[src/rtl/counter_pkg.sv]
// Shared types and constants for the counter family: counting mode,
// direction encodings and the mapping from the integer SATURATE
// parameter onto the mode enum.
package counter_pkg;

  // Behaviour at the boundary of the 0..max_value range.
  typedef enum logic {
    CNT_WRAP = 1'b0,
    CNT_SAT  = 1'b1
  } cnt_mode_e;

  // Direction encodings for the 'up' input.
  localparam logic CNT_UP = 1'b1;
  localparam logic CNT_DN = 1'b0;

  // Any non-zero SATURATE selects saturate mode.
  function automatic cnt_mode_e mode_from_param(input int saturate);
    return (saturate != 0) ? CNT_SAT : CNT_WRAP;
  endfunction

endpackage

[src/rtl/counter_step.sv]
// Combinational single-step function of an up/down counter bounded to
// 0..max_value. It holds no state, so multi-channel counters can
// instantiate one copy per channel.
module counter_step
  import counter_pkg::*;
#(
  parameter int unsigned WIDTH = 16
) (
  input  logic [WIDTH-1:0] count,
  input  logic [WIDTH-1:0] max_value,
  input  logic             up,
  input  cnt_mode_e        mode,
  output logic [WIDTH-1:0] next_count,
  output logic             boundary
);

  // A step either moves by one, snaps back into range, or hits the
  // boundary and then wraps or holds depending on the mode.
  always_comb begin
    next_count = count;
    boundary   = 1'b0;
    if (up == CNT_UP) begin
      if (count < max_value) begin
        next_count = count + 1'b1;
      end else begin
        // At or above the terminal value: wrap to zero or pin at max.
        boundary   = 1'b1;
        next_count = (mode == CNT_WRAP) ? '0 : max_value;
      end
    end else begin
      if (count > max_value) begin
        // max_value was lowered under us; pull back into range quietly.
        next_count = max_value;
      end else if (count == '0) begin
        boundary   = 1'b1;
        next_count = (mode == CNT_WRAP) ? max_value : '0;
      end else begin
        next_count = count - 1'b1;
      end
    end
  end

endmodule

[src/rtl/updown_counter.sv]
// Parametrised up/down counter with runtime terminal value, wrap or
// saturate mode, synchronous clear and load, a registered terminal-count
// pulse and a sticky overflow flag. All outputs come straight from flops.
module updown_counter
  import counter_pkg::*;
#(
  parameter int unsigned       WIDTH       = 16,
  parameter logic [WIDTH-1:0]  RESET_VALUE = '0,
  parameter int                SATURATE    = 0
) (
  input  logic             clk,
  input  logic             reset_n,
  input  logic             clear,
  input  logic             load,
  input  logic [WIDTH-1:0] load_value,
  input  logic             en,
  input  logic             up,
  input  logic [WIDTH-1:0] max_value,
  input  logic             ovf_clr,
  output logic [WIDTH-1:0] count,
  output logic             tc,
  output logic             ovf
);

  localparam cnt_mode_e MODE = mode_from_param(SATURATE);

  logic [WIDTH-1:0] count_reg, count_next;
  logic             tc_reg, tc_next;
  logic             ovf_reg, ovf_next;

  logic [WIDTH-1:0] step_count;
  logic             step_boundary;
  logic             step_event;
  logic [WIDTH-1:0] load_clamped;

  counter_step #(
    .WIDTH (WIDTH)
  ) u_step (
    .count      (count_reg),
    .max_value  (max_value),
    .up         (up),
    .mode       (MODE),
    .next_count (step_count),
    .boundary   (step_boundary)
  );

  // A loaded value never lands outside the current counting range.
  assign load_clamped = (load_value > max_value) ? max_value : load_value;

  // A boundary only counts when the step actually takes effect.
  assign step_event = en && !load && !clear && step_boundary;

  // Priority mux clear > load > en, plus the sticky overflow update where
  // a boundary in the same cycle beats ovf_clr.
  always_comb begin
    count_next = count_reg;
    tc_next    = 1'b0;
    ovf_next   = ovf_reg;
    if (clear) begin
      count_next = '0;
      ovf_next   = 1'b0;
    end else begin
      if (load) begin
        count_next = load_clamped;
      end else if (en) begin
        count_next = step_count;
        tc_next    = step_boundary;
      end
      if (step_event) begin
        ovf_next = 1'b1;
      end else if (ovf_clr) begin
        ovf_next = 1'b0;
      end
    end
  end

  // State registers; reset acts immediately without waiting for clk.
  always_ff @(posedge clk or negedge reset_n) begin
    if (!reset_n) begin
      count_reg <= RESET_VALUE;
      tc_reg    <= 1'b0;
      ovf_reg   <= 1'b0;
    end else begin
      count_reg <= count_next;
      tc_reg    <= tc_next;
      ovf_reg   <= ovf_next;
    end
  end

  assign count = count_reg;
  assign tc    = tc_reg;
  assign ovf   = ovf_reg;

endmodule

[config.mk]
export PLATFORM = sky130hd
export DESIGN_NAME = updown_counter
export DESIGN_NICKNAME = d
export VERILOG_FILES = /design/src/rtl/counter_pkg.sv /design/src/rtl/counter_step.sv /design/src/rtl/updown_counter.sv
export SDC_FILE = /design/constraint.sdc
export NUM_CORES = 1
export LEC_CHECK = 0
export BUFFER_PORTS_ARGS = -buffer_cell sky130_fd_sc_hd__clkbuf_2
export CAP_MARGIN = 20
export CORE_ASPECT_RATIO = 2
export CORE_MARGIN = 3
export CORE_UTILIZATION = 41
export CTS_BUF_LIST = sky130_fd_sc_hd__clkbuf_2
export DETAILED_ROUTE_END_ITERATION = 10
export GPL_TIMING_DRIVEN = 0
export PLACE_DENSITY = 0.71
export SYNTH_ARGS = -nofsm -noshare
export SYNTH_HDL_FRONTEND = slang
export SYNTH_HIERARCHICAL = 1
export SYNTH_SLANG_ARGS = --single-unit
[constraint.sdc]
create_clock -name clk -period 5.8 [get_ports clk]
set_clock_uncertainty 0.15 [all_clocks]
set_input_delay 1.16 -clock clk [delete_from_list [all_inputs] [get_ports clk]]
set_output_delay 1.16 -clock clk [all_outputs]
set_load 0.01 [all_outputs]
# Word-level counts from Yosys, hierarchy flattened
# Cells that the tools add are included.
[op_classes]
n_addsub = 2
multipliers = 0
div = 0
order_cmp = 3
n_eq_ne = 0
n_shift = 0
n_mux = 18
bitwise_logic = 0
n_reduce_logical = 8
[ops]
columns = ["op", "count"]
rows = [
  ["$mux W16", 8],
  ["$gt A16 B16 Y1", 2],
  ["$add A16 B1 Y16 const B", 1],
  ["$logic_not A16 Y1", 1],
  ["$lt A16 B16 Y1", 1],
  ["$sub A16 B1 Y16 const B", 1],
  ["$mux W1", 10],
  ["$reduce_bool A3 Y1", 2],
  ["$logic_and A1 B1 Y1", 3],
  ["$logic_not A1 Y1", 2],
]
[totals]
regBits = 18
latch_bits = 0
mem_bits_rw = 0
rom_bits = 0
in_bits = 39
output_inout_bits = 18
word_cells = 34
mem_count = 0

# Longest topological paths before layout
# Gate-level depths: netlist of run 1.
[depth]
word_depth = 7
ltp_mapped = 14
depth_no_buf = 12

# Cells and area by module
# Netlist of run 1, hierarchy kept.
[modules_own_cells]
columns = ["mod", "instances", "cells_each", "area_each_um2", "seq_area_each_um2"]
rows = [
  ["updown_counter", 1, 209, 1732.9, 450.4],
  ["counter_step", 1, 206, 1582.8, 0.0],
]

# Worst setup path before layout of run 1
# No wires, ideal clock.
[synth_path]
path_type = "input port to flip-flop"
startpoint = "input port max_value[11]"
endpoint = "register count_reg[2] (netlist: count[2])"
setup_time_ps = 131
arrival_ps = 3342
setup_slack_ps = 2177
path_stages = 13
n_path_buf = 1
path_cell_list = "inv_1 ha_1 a21oi_2 o21a_2 o221ai_2 or3_1 buf_6 a21o_1 a221o_1 mux2i_1 nor2_1 a31oi_1 o211ai_2"
[synth_via]
elab_chain_cells = 6
word_cells_on_any_way = 10
cone_classes = "3 x order compare; 7 x mux"
[synth_lines]
columns = ["item", "line_no", "text"]
rows = [
  ["start, declared", "updown_counter.sv:18", "input logic [WIDTH-1:0] max_value,"],
  ["$gt A16 B16 Y1 / $lt A16 B16 Y1 (equally long branches)", "counter_step.sv:31, counter_step.sv:23", ""],
  ["$mux W16, on equally long branches", "counter_step.sv:31, counter_step.sv:23", ""],
  ["$mux W16 (*)", "counter_step.sv:22", "if (up == CNT_UP) begin"],
  ["named net step_count[2]", "updown_counter.sv:31", "logic [WIDTH-1:0] step_count;"],
  ["$mux W16 (*)", "updown_counter.sv:65", "end else if (en) begin"],
  ["$mux W16 (*)", "updown_counter.sv:63", "if (load) begin"],
  ["$mux W16 (*)", "updown_counter.sv:59", "if (clear) begin"],
  ["end signal, assigned", "updown_counter.sv:84", "count_reg <= count_next;"],
  ["end, declared", "updown_counter.sv:27", "logic [WIDTH-1:0] count_reg, count_next;"],
]
# The timed path passes the listed nets; every way through them passes the cells marked *. The select of a mux whose other input is x is not followed.
# A chain may end at the register's enable or synchronous reset.

# Worst setup path in the final report of run 1
[layout_path]
startpoint = "input port max_value[11]"
endpoint = "register count_reg[14] (netlist: count[14])"
# The elaborated chain is that of the path after synthesis.

==> impl_metrics.py, run 1 <==
metrics = {
    "cells_and_area": {
        "nets": 553,
        "finalInstanceArea_mm2": 0.003744,
        "largest_reg_flops": 16,
        "syn_to_final_growth_pct": 12.91,
        "nFillCells": 790,
        "drive_gt1_share_pct": 22.38,
        "ff_latch_area_um2": 450.4,
        "multi_input_area_mm2": 0.002584,
        "final_util_pct": 48.53,
    },
    "floorplan": {
        "die_area_mm2": 0.009268,
        "core_area_mm2": 0.007714,
        "initial_core_util_pct": 42.98,
        "fp-row-count": 45,
        "io_pins": 57,
        "chipWidth_um": 69.59,
        "die_h_um": 133.2,
    },
    "clock_tree": {
        "cts_num_sinks": 18,
        "clkTransAtPathRegs_ns": 0.16,
        "ctsHoldBuffers": 0,
        "cts-root-buf": "clkbuf_2",
        "clk_latency_ns": 0.31,
        "cts-htree-levels": 1,
        "post_cts.repair.setup_buffers": 0,
        "post_cts_resized": 0,
        "cts_buffer_depth": 2,
        "cts_made_buffers": 3,
        "cts_tree": "built",
    },
    "global_routing": {
        "grt-ovfl-total": 0,
        "antenna_found_initial": 1,
        "grtUsageTotal_pct": 21.82,
        "grt_pass1_wl_um": 16380,
        "grt_max_degree": 19,
        "grt_pass1_vias": 3462,
    },
    "drt": {
        "drc": 0,
        "vias": 3323,
        "drt.antenna.violating_nets": 0,
        "routed_wl_um": 10050,
        "vias_per_cell": 5.799,
        "drt_pass1_iterations": 4,
        "wl_per_cell_um": 17.54,
        "drt-initial-drc-count": 201,
    },
    "power_and_ir_drop": {
        "p_leak_nw": 1.707,
        "ir_worst_vdd_mv": 0.07604,
        "p_per_area_mw_per_mm2": 168.4,
        "power_mw": 0.6303,
    },
    "worst_setup_path": {
        "reg2reg_to": "count[0]$_DFFE_PN0P_",
        "rrSetupSlack_ns": 2.36,
        "crit_start": "max_value[11]",
        "crit_path_end_kind": "register",
        "crit_chain": "clkbuf_2 -> inv_1 -> ha_1 -> a21oi_2 -> o21a_2 -> o221ai_2 -> or3_1 -> buf_6 -> a21oi_2 -> buf_6 -> o221ai_1 -> mux2i_1 -> nor2_1 -> a31oi_1 -> o211ai_2",
        "slowest_delay_ns": 0.42,
        "crit_path_max_fanout": 10,
        "cp-start-kind": "input port",
        "timing_worst_setup_path_type": "input port to register",
        "worst_ep_required_time_ns": 5.87,
        "rr_worst_depth": 11,
        "cp_data_arrival_time_ns": 3.88,
        "critPathSlowestCell": "or3_1",
        "crit_path_end": "count[14]$_DFFE_PN0P_",
        "reg2reg_from": "count[0]$_DFFE_PN0P_",
    },
    "timing": {
        "slew_viol_final": 0,
        "finalHoldViolCount": 0,
        "tightest_slew_ns": 0.7831,
        "timing.slew.headroom_pct": 47.06,
        "fmax_ghz": 0.2621,
        "setup_viol": 0,
        "rsz0062_at_grt": "no",
        "fin_ws_ns": 1.984,
        "fin_tns_setup_ns": 0,
        "fin_crit_sh_pct": 65.79,
        "period_minus_slack_ns": 3.816,
    },
    "synth": {
        "netlist_instances": 415,
        "synth_xor_area_share_pct": 6.604,
        "ys_warn_count": 6,
        "synth_top_family_by_area": "simple AND/OR/NAND/NOR gates",
        "async_reset_ff_share_pct": 100.0,
        "avgSynthCellArea_um2": 7.990,
        "yosys.area_share.simple_pct": 27.74,
        "synth_flop_cell": "dfrtp_1",
        "yosys.area.top_type": "dfrtp_1",
        "synth_area_mm2": 0.003316,
        "synth.distinct_cells": 55,
        "synth_top_cell_area_share_pct": 13.58,
        "synth-compound-area-share_pct": 23.36,
        "ys_top_cells_by_area": "dfrtp_1, ha_1, mux2i_1, nand2_1, nand4b_1",
        "ys_ff_latch": 18,
        "ys_seq_area_share_pct": 13.58,
        "synth_mux_area_share_pct": 6.340,
        "synth-adder-area-share_pct": 13.21,
        "synth_edf_count": 0,
    },
    "run": {
        "drv_cap": 0,
    },
    "placement": {
        "dpl_worst_slack_ns": 1.654,
        "place.port_buffers": 54,
        "dpl.hpwl_um": 8762,
        "placed_cell_area_mm2": 0.003722,
        "globalplace.congestion": 0.9130,
    },
    "status": {
        "status": "finished, final reports clean",
    },
    "worst_hold_path": {
        "holdPathStages": 1,
        "hold_path.class": "register to register",
    },
}
==> layout make-up <==
type                            instances  share of cell area (%)
Antenna cell                            1                 0.06684
Buffer                                 29                   4.211
Clock buffer                            3                  0.4011
Clock inverter                          1                  0.1003
Inverter                               38                   3.810
Multi-Input combinational cell        335                   69.02
Sequential cell                        18                   12.03
Tap cell                               94                   3.142
Timing Repair Buffer                   54                   7.219
==> how the worst min path moves through the flow <==
stage / startpoint / end
6_report: ovf$_DFFE_PN0P_ / ovf$_DFFE_PN0P_
5_1_grt: ovf$_DFFE_PN0P_ / ovf$_DFFE_PN0P_
4_1_cts: ovf$_DFFE_PN0P_ / ovf$_DFFE_PN0P_
3_5_place_dp: ovf$_DFFE_PN0P_ / ovf$_DFFE_PN0P_
3_3_place_gp: ovf$_DFFE_PN0P_ / ovf$_DFFE_PN0P_
2_1_floorplan: ovf$_DFFE_PN0P_ / ovf$_DFFE_PN0P_
==> stage by stage <==
stage / std cells / hold WS (ns)
global placement: 568 / 0.3090
finish: 573 / 0.3555
CTS: 572 / 0.3582
detailed placement: 568 / 0.3229
floorplan: 420 / 0.3681
global route: 573 / 0.3839
==> synthesized netlist by cell type, types with 8 or more instances <==
cell	count
mux2i_1	21
ha_1	35
o211ai_1	8
xor2_1	9
xnor2_1	16
o211ai_2	11
nand2_1	51
nand4_1	9
nand4b_1	18
inv_1	38
dfrtp_1	18
o221ai_2	8
nor2_1	24
a31oi_1	16
nand3_1	24
a21oi_1	14
clkbuf_1	20
==> power breakdown <==
group	switching [mW]	internal (mW)
Clock	0.0380	0.0150
Combinational	0.237	0.173
Sequential	0.0289	0.139
Total	0.304	0.327
==> cells in the final DEF, fill, tap and decap left out, types with 11 or more instances in the layout <==
| master | n |
|---|---|
| nor2_1 | 24 |
| nand3_1 | 24 |
| clkbuf_1 | 20 |
| a21oi_1 | 14 |
| xnor2_1 | 16 |
| o211ai_2 | 11 |
| inv_1 | 38 |
| nand4b_1 | 18 |
| mux2i_1 | 21 |
| dfrtp_1 | 18 |
| a31oi_1 | 16 |
| ha_1 | 35 |
| clkbuf_2 | 57 |
| nand2_1 | 51 |
==> critical path: cells and delay by family <==
kind / cells / cell delay [ns]
AO/OA/AOI/OAI: 7 / 1.12
adder cells (fa/ha/maj): 1 / 0.35
buffers and inverters: 4 / 0.61
multiplexers: 1 / 0.16
AND/OR/NAND/NOR: 2 / 0.48
==> cells by family (layout without fill, tap and decap cells) <==
family                     after synthesis  after routing
buffers and inverters                   67            125
other                                    1              7
muxes                                   21             21
and+or+nand+nor                        159            159
AOI/OAI and AO/OA                       89             89
xor gates and xnor gates                25             25
DFF                                     18             18
adders and majority gates               35             35
==> layer usage <==
metal | track usage, % | wire, um
met3 | 0.9063 | 239
met2 | 42.98 | 5707
met5 | 0 | 0
met1 | 20.68 | 3470
met4 | 15.65 | 636
Power figures use the tool's default switching activity.
==> run 2: changes to the inputs <==
- ABC_AREA: not set -> 1
- PLACE_DENSITY: 0.71 -> 0.73
- clock period: 5.8 -> 3.3 ns (I/O delays scaled with it)
==> run 2 against run 1 <==
  * Synthesized cell count rose by 69%
  * Register-to-register slack worse by 1.8 ns
  * Sequential share of layout area is 1.4 points lower
  * Cell count increased by 51%
  * Area after synthesis grew 15%
  * Via count is 34% higher
  * Clock power is 120% higher
  * Critical path type is now register to register
  * Critical endpoint is now count[12]$_DFFE_PN0P_
  * Largest power group unchanged
==> impl_metrics.py, run 2 <==
metrics = {
    "status": {
        "status": "finished, final reports clean",
    },
    "cells_and_area": {
        "nFillCells": 1030,
        "largest_reg_flops": 16,
        "syn_to_final_growth_pct": 11.19,
        "finalInstanceArea_mm2": 0.004240,
        "drive_gt1_share_pct": 13.50,
        "final_util_pct": 47.05,
        "nets": 838,
        "final_common_cell": "nand2_1",
        "final_cell_mix": "nand2_1, nand3_1, inv_1",
    },
    "power_and_ir_drop": {
        "p_seq_share_pct": 23.3,
        "p_leak_nw": 2.675,
        "internal-power_mw": 0.5968,
        "p_per_area_mw_per_mm2": 311.6,
        "switchingPower_mw": 0.7243,
        "netSwitchingFraction_pct": 54.82,
        "p_comb_share_pct": 67.9,
        "ir_worst_vdd_mv": 0.1148,
        "pwr-share-clk_pct": 8.8,
        "power_mw": 1.321,
    },
    "worst_setup_path": {
        "critical_path_buf_inv_count": 1,
        "crit_path_max_fanout": 10,
        "cp_data_arrival_time_ns": 2.88,
        "critPathMostFrequentCell": "nand2_1",
        "critPathTopFamily": "simple AND/OR/NAND/NOR gates",
        "slowest_delay_ns": 0.55,
        "crit_path_end_kind": "register",
        "cp-start-kind": "register",
        "critPathSlowestCell": "dfrtp_1",
        "timing_worst_setup_path_type": "register to register",
        "worst_ep_required_time_ns": 3.43,
        "crit_chain": "ha_1 -> nand4_1 -> nor2_2 -> nand2_2 -> nand2_4 -> buf_2 -> nand3_1 -> nand3_1 -> nand2_1 -> nand2_1 -> nand2_1 -> nand2_1 -> nand2_1",
    },
    "drt": {
        "routed_wl_um": 12670,
        "vias_per_cell": 5.130,
        "wl_per_cell_um": 14.63,
        "drt_pass1_iterations": 5,
        "drc": 0,
        "vias": 4443,
        "drt-initial-drc-count": 269,
        "drt.antenna.violating_nets": 0,
    },
    "timing": {
        "rsz0062_at_grt": "no",
        "timing.slew.headroom_pct": 57.87,
        "tightest_slew_ns": 0.6319,
        "period_minus_slack_ns": 2.744,
        "setup_viol": 0,
        "fin_crit_sh_pct": 83.14,
        "finalHoldViolCount": 0,
        "slew_viol_final": 0,
        "fmax_ghz": 0.3645,
        "fin_tns_setup_ns": 0,
    },
    "synth": {
        "netlist_instances": 703,
        "synth_flop_cell": "dfrtp_1",
        "yosys.area.top_type": "nand2_1",
        "ys_warn_count": 6,
        "synth_edf_count": 0,
        "async_reset_ff_share_pct": 100.0,
        "yosys-top-cells-count": "nand2_1, nand3_1, inv_1",
        "synth.distinct_cells": 26,
        "synth_top_cell_area_share_pct": 27.07,
        "ys_seq_area_share_pct": 11.81,
        "synthMostInstantiatedCell": "nand2_1",
        "avgSynthCellArea_um2": 5.425,
        "ys_ff_latch": 18,
        "synth_area_mm2": 0.003814,
        "ys_top_cells_by_area": "nand2_1, nand3_1, dfrtp_1, ha_1, inv_1",
    },
    "placement": {
        "placed_cell_area_mm2": 0.004219,
        "globalplace.congestion": 0.9448,
        "dpl.hpwl_um": 10670,
        "place.port_buffers": 54,
    },
    "worst_hold_path": {
        "hold_path.class": "input port to async pin",
    },
    "clock_tree": {
        "cts_buffer_depth": 2,
        "clk_latency_ns": 0.36,
        "clkTransAtPathRegs_ns": 0.21,
        "cts_made_buffers": 3,
        "cts-htree-levels": 1,
        "cts-root-buf": "clkbuf_2",
        "post_cts.repair.setup_buffers": 0,
        "cts_num_sinks": 18,
        "post_cts_resized": 0,
        "cts_tree": "built",
        "ctsHoldBuffers": 0,
    },
    "global_routing": {
        "antenna_found_initial": 1,
        "grtUsageTotal_pct": 24.80,
        "grt_pass1_vias": 4306,
        "grt-ovfl-total": 0,
        "grt_pass1_wl_um": 20290,
        "grt_max_degree": 19,
    },
    "floorplan": {
        "chipWidth_um": 74.20,
        "die_h_um": 142.4,
        "initial_core_util_pct": 42.32,
        "fp-row-count": 49,
        "io_pins": 57,
        "die_area_mm2": 0.01056,
        "core_area_mm2": 0.009012,
    },
    "run": {
        "drv_cap": 0,
    },
}
[run 2: changes by cell type after synthesis, sizes merged, moves of 16 or more]
cell	delta
nand2	+232
nand4b	-18
mux2i	-21
nor2	+27
inv	+67
o211ai	-19
xnor2	-16
a31oi	-16
nand3	+96
[run 2: path summary, 6_finish.rpt]
check                                       from               endpoint  slack [ns]  cells after the start
setup / recovery           count[14]$_DFFE_PN0P_  count[12]$_DFFE_PN0P_        0.56                     13
hold / removal                           reset_n  count[14]$_DFFE_PN0P_        0.09                      1
setup reg to reg           count[14]$_DFFE_PN0P_  count[12]$_DFFE_PN0P_        0.56                     13
hold reg to reg                  ovf$_DFFE_PN0P_        ovf$_DFFE_PN0P_        0.37                      2
max in group asynchronous                reset_n   count[7]$_DFFE_PN0P_        2.55                      1
min in group clk                         ovf_clr        ovf$_DFFE_PN0P_        0.34                      4
[run 2: layer usage]
metal / track usage [%] / wire length [um]
met1: 25.15 / 4467
met2: 46.07 / 6684
met3: 1.202 / 569
met4: 17.19 / 952
met5: 0 / 0
[run 2: logic make-up (layout without fill, tap and decap cells)]
| group | Yosys count | count (layout) | synth area share (%) |
|---|---|---|---|
| AND/OR/NAND/NOR | 467 | 467 | 53.71 |
| buffers and inverters | 133 | 191 | 14.67 |
| flip-flops | 18 | 18 | 11.81 |
| XOR/XNOR | 16 | 16 | 3.674 |
| adder cells (fa/ha/maj) | 35 | 35 | 11.48 |
| other | 1 | 4 | 0.09833 |
| AO/OA/AOI/OAI | 33 | 33 | 4.560 |
[run 2: area by class of cell]
type,count,area (um^2),share of cell area (%)
antenna,1,2.502,0.05901
buffer,26,157.7,3.718
clock buffer,3,15.01,0.3541
clock inverter,1,3.754,0.08852
inverter,107,401.6,9.472
multi-input combinational,554,2811,66.30
sequential,18,450.4,10.62
tap,102,127.6,3.010
timing repair buffer,54,270.3,6.374
[run 2: power by group through the flow]
stage	Sequential (mW)	Clock, mW	Combinational [mW]
2_1_floorplan	0.304	0	0.639
5_1_grt	0.315	0.124	1.01
4_1_cts	0.308	0.118	0.885
6_report	0.308	0.116	0.897
3_5_place_dp	0.312	0	0.877
3_3_place_gp	0.313	0	0.873
[run 2: per-stage QoR]
step	cells	hold slack [ns]	worst slack, ns
2_1_floorplan	705	0.2144	0.9334
3_3_place_gp	861	0.3223	0.2270
3_5_place_dp	861	0.3279	0.2375
4_1_cts	865	0.08217	0.5711
5_1_grt	866	0.09645	0.3355
6_report	866	0.08794	0.5564
==> run 3: changes to the inputs <==
- clock period: 3.3 -> 2.3 ns (I/O delays scaled with it)
==> run 3 against run 2 <==
  * The run now ends with negative setup slack left
  * Global-route usage rose by 0.79 points
  * Non-clock buffer count rose by 26
  * Worst hold slack improved by 0.063 ns
  * Final area increased by 10%
  * Via count grew 3.9%
  * Core utilization increased by 4.9 points
  * Sequential power is 28% higher
  * Worst setup slack lost 0.61 ns
  * Combinational power rose by 71%
  * Sequential share of layout area decreased by 0.65 points
  * Power is 58% higher
  * Critical endpoint is now count[13]$_DFFE_PN0P_
  * Largest power group unchanged
==> impl_metrics.py, run 3 (same netlist as run 2, synthesis figures left out) <==
metrics = {
    "cells_and_area": {
        "nets": 864,
        "drive_gt1_share_pct": 20.66,
        "final_cell_mix": "nand2_1, nand3_1, inv_1",
        "final_common_cell": "nand2_1",
        "final_util_pct": 51.94,
        "finalInstanceArea_mm2": 0.004681,
        "largest_reg_flops": 16,
        "nFillCells": 966,
        "syn_to_final_growth_pct": 22.74,
        "final_cells": 892,
    },
    "timing": {
        "slew_viol_final": 0,
        "fin_crit_sh_pct": 102.3,
        "period_minus_slack_ns": 2.353,
        "finalHoldViolCount": 0,
        "setup_viol": 11,
        "tightest_slew_ns": 0.6108,
        "rsz0062_at_grt": "yes",
        "fin_tns_setup_ns": -0.2619,
        "fin_ws_ns": -0.05320,
        "holdWs_ns": 0.1505,
        "fmax_ghz": 0.4250,
        "timing.slew.headroom_pct": 59.28,
    },
    "drt": {
        "wl_per_cell_um": 14.92,
        "vias": 4617,
        "vias_per_cell": 5.176,
        "drc": 0,
        "drt.antenna.violating_nets": 0,
        "drt_pass1_iterations": 6,
        "drt-initial-drc-count": 337,
        "routed_wl_um": 13310,
    },
    "clock_tree": {
        "clk_latency_ns": 0.36,
        "cts_num_sinks": 18,
        "clkTransAtPathRegs_ns": 0.22,
        "cts_made_buffers": 3,
        "cts_tree": "built",
        "cts-root-buf": "clkbuf_2",
        "cts_buffer_depth": 2,
        "cts-htree-levels": 1,
    },
    "worst_setup_path": {
        "crit_path_max_fanout": 7,
        "slowest_delay_ns": 0.48,
        "critical_path_buf_inv_count": 1,
        "cp-start-kind": "register",
        "critPathMostFrequentCell": "nand2_1",
        "worst_ep_required_time_ns": 2.46,
        "timing_worst_setup_path_type": "register to register",
        "crit_path_end_kind": "register",
        "crit_chain": "ha_4 -> nand4_1 -> nor2_4 -> nand2_4 -> nand2_8 -> nand2_8 -> clkbuf_16 -> nand2_1 -> nand3_1 -> nand2_1 -> nand2_1 -> nand2_1 -> nand2_2 -> nand2_1",
        "cp_data_arrival_time_ns": 2.52,
        "critPathSlowestCell": "dfrtp_2",
        "critPathTopFamily": "simple AND/OR/NAND/NOR gates",
    },
    "global_routing": {
        "grtUsageTotal_pct": 25.59,
        "grt_pass1_wl_um": 20980,
        "grt_max_degree": 19,
        "grt_pass1_vias": 4438,
        "grt-ovfl-total": 0,
        "antenna_found_initial": 1,
    },
    "placement": {
        "dpl.hpwl_um": 10670,
        "dpl_worst_slack_ns": -0.5625,
        "place.port_buffers": 54,
        "numPlacedInstances": 861,
        "globalplace.congestion": 0.9448,
        "placed_cell_area_mm2": 0.004219,
    },
    "status": {
        "violations": "negative setup slack",
        "status": "finished with violations",
    },
    "floorplan": {
        "die_area_mm2": 0.01056,
        "chipWidth_um": 74.20,
        "io_pins": 57,
        "initial_core_util_pct": 42.32,
        "fp-row-count": 49,
        "core_area_mm2": 0.009012,
        "die_h_um": 142.4,
    },
    "power_and_ir_drop": {
        "ir_worst_vdd_mv": 0.1653,
        "p_per_area_mw_per_mm2": 446.7,
        "power_mw": 2.091,
        "p_leak_nw": 2.833,
    },
    "worst_hold_path": {
        "hold_path.class": "input port to register",
    },
    "run": {
        "drv_cap": 0,
    },
}
run 3: path summary, 6_finish.rpt:
path,slack [ns],from,to,depth (start not counted)
max,-0.05,count[15]$_DFFE_PN0P_,count[13]$_DFFE_PN0P_,14
min,0.15,ovf_clr,ovf$_DFFE_PN0P_,4
max reg2reg,-0.05,count[15]$_DFFE_PN0P_,count[13]$_DFFE_PN0P_,14
min reg2reg,0.37,ovf$_DFFE_PN0P_,ovf$_DFFE_PN0P_,2
max in group asynchronous,1.20,reset_n,count[7]$_DFFE_PN0P_,2
min in group asynchronous,0.42,reset_n,count[15]$_DFFE_PN0P_,2
run 3: where the power goes:
group / switching [mW] / leakage, nW / internal (mW)
Clock: 0.128 / 0.0140 / 0.0377
Sequential: 0.0352 / 0.220 / 0.357
Combinational: 0.947 / 2.60 / 0.585
Total: 1.11 / 2.83 / 0.980
run 3: final cells by class:
cell class	instances	area, um^2	share of cell area, %
multi-input combinational	554	2972	63.49
timing repair buffer	80	489.2	10.45
sequential	18	466.7	9.971
inverter	107	409.1	8.741
buffer	26	195.2	4.170
tap	102	127.6	2.727
clock buffer	3	15.01	0.3208
clock inverter	1	3.754	0.08019
antenna	1	2.502	0.05346
run 3: metal layers:
| layer | share of wire [%] | up-vias | GRT usage, % |
|---|---|---|---|
| li1 | - | 2361 | - |
| met1 | 35 | 2022 | 25.98 |
| met2 | 53 | 181 | 47.89 |
| met3 | 4.5 | 53 | 1.202 |
| met4 | 7.1 | 0 | 17.00 |
| met5 | 0 | - | 0 |
run 3: worst register-to-register path, stage by stage (launching register included):
cell	delay, ns
dfrtp_2	0.48
ha_4	0.29
nand4_1	0.18
nor2_4	0.26
nand2_4	0.12
nand2_8	0.12
nand2_8	0.08
clkbuf_16	0.16
nand2_1	0.05
nand3_1	0.07
nand2_1	0.07
nand2_1	0.05
nand2_1	0.10
nand2_2	0.06
nand2_1	0.06
run 3: timing repair:
item	4_1_cts	5_1_grt
endpoints found under the setup margin	18	18
cloned	0	1
endpoints found under the hold margin	18	0
pin swaps	7	19
hold buffers	1	0
resized for setup	34	24
buffers inserted	22	3
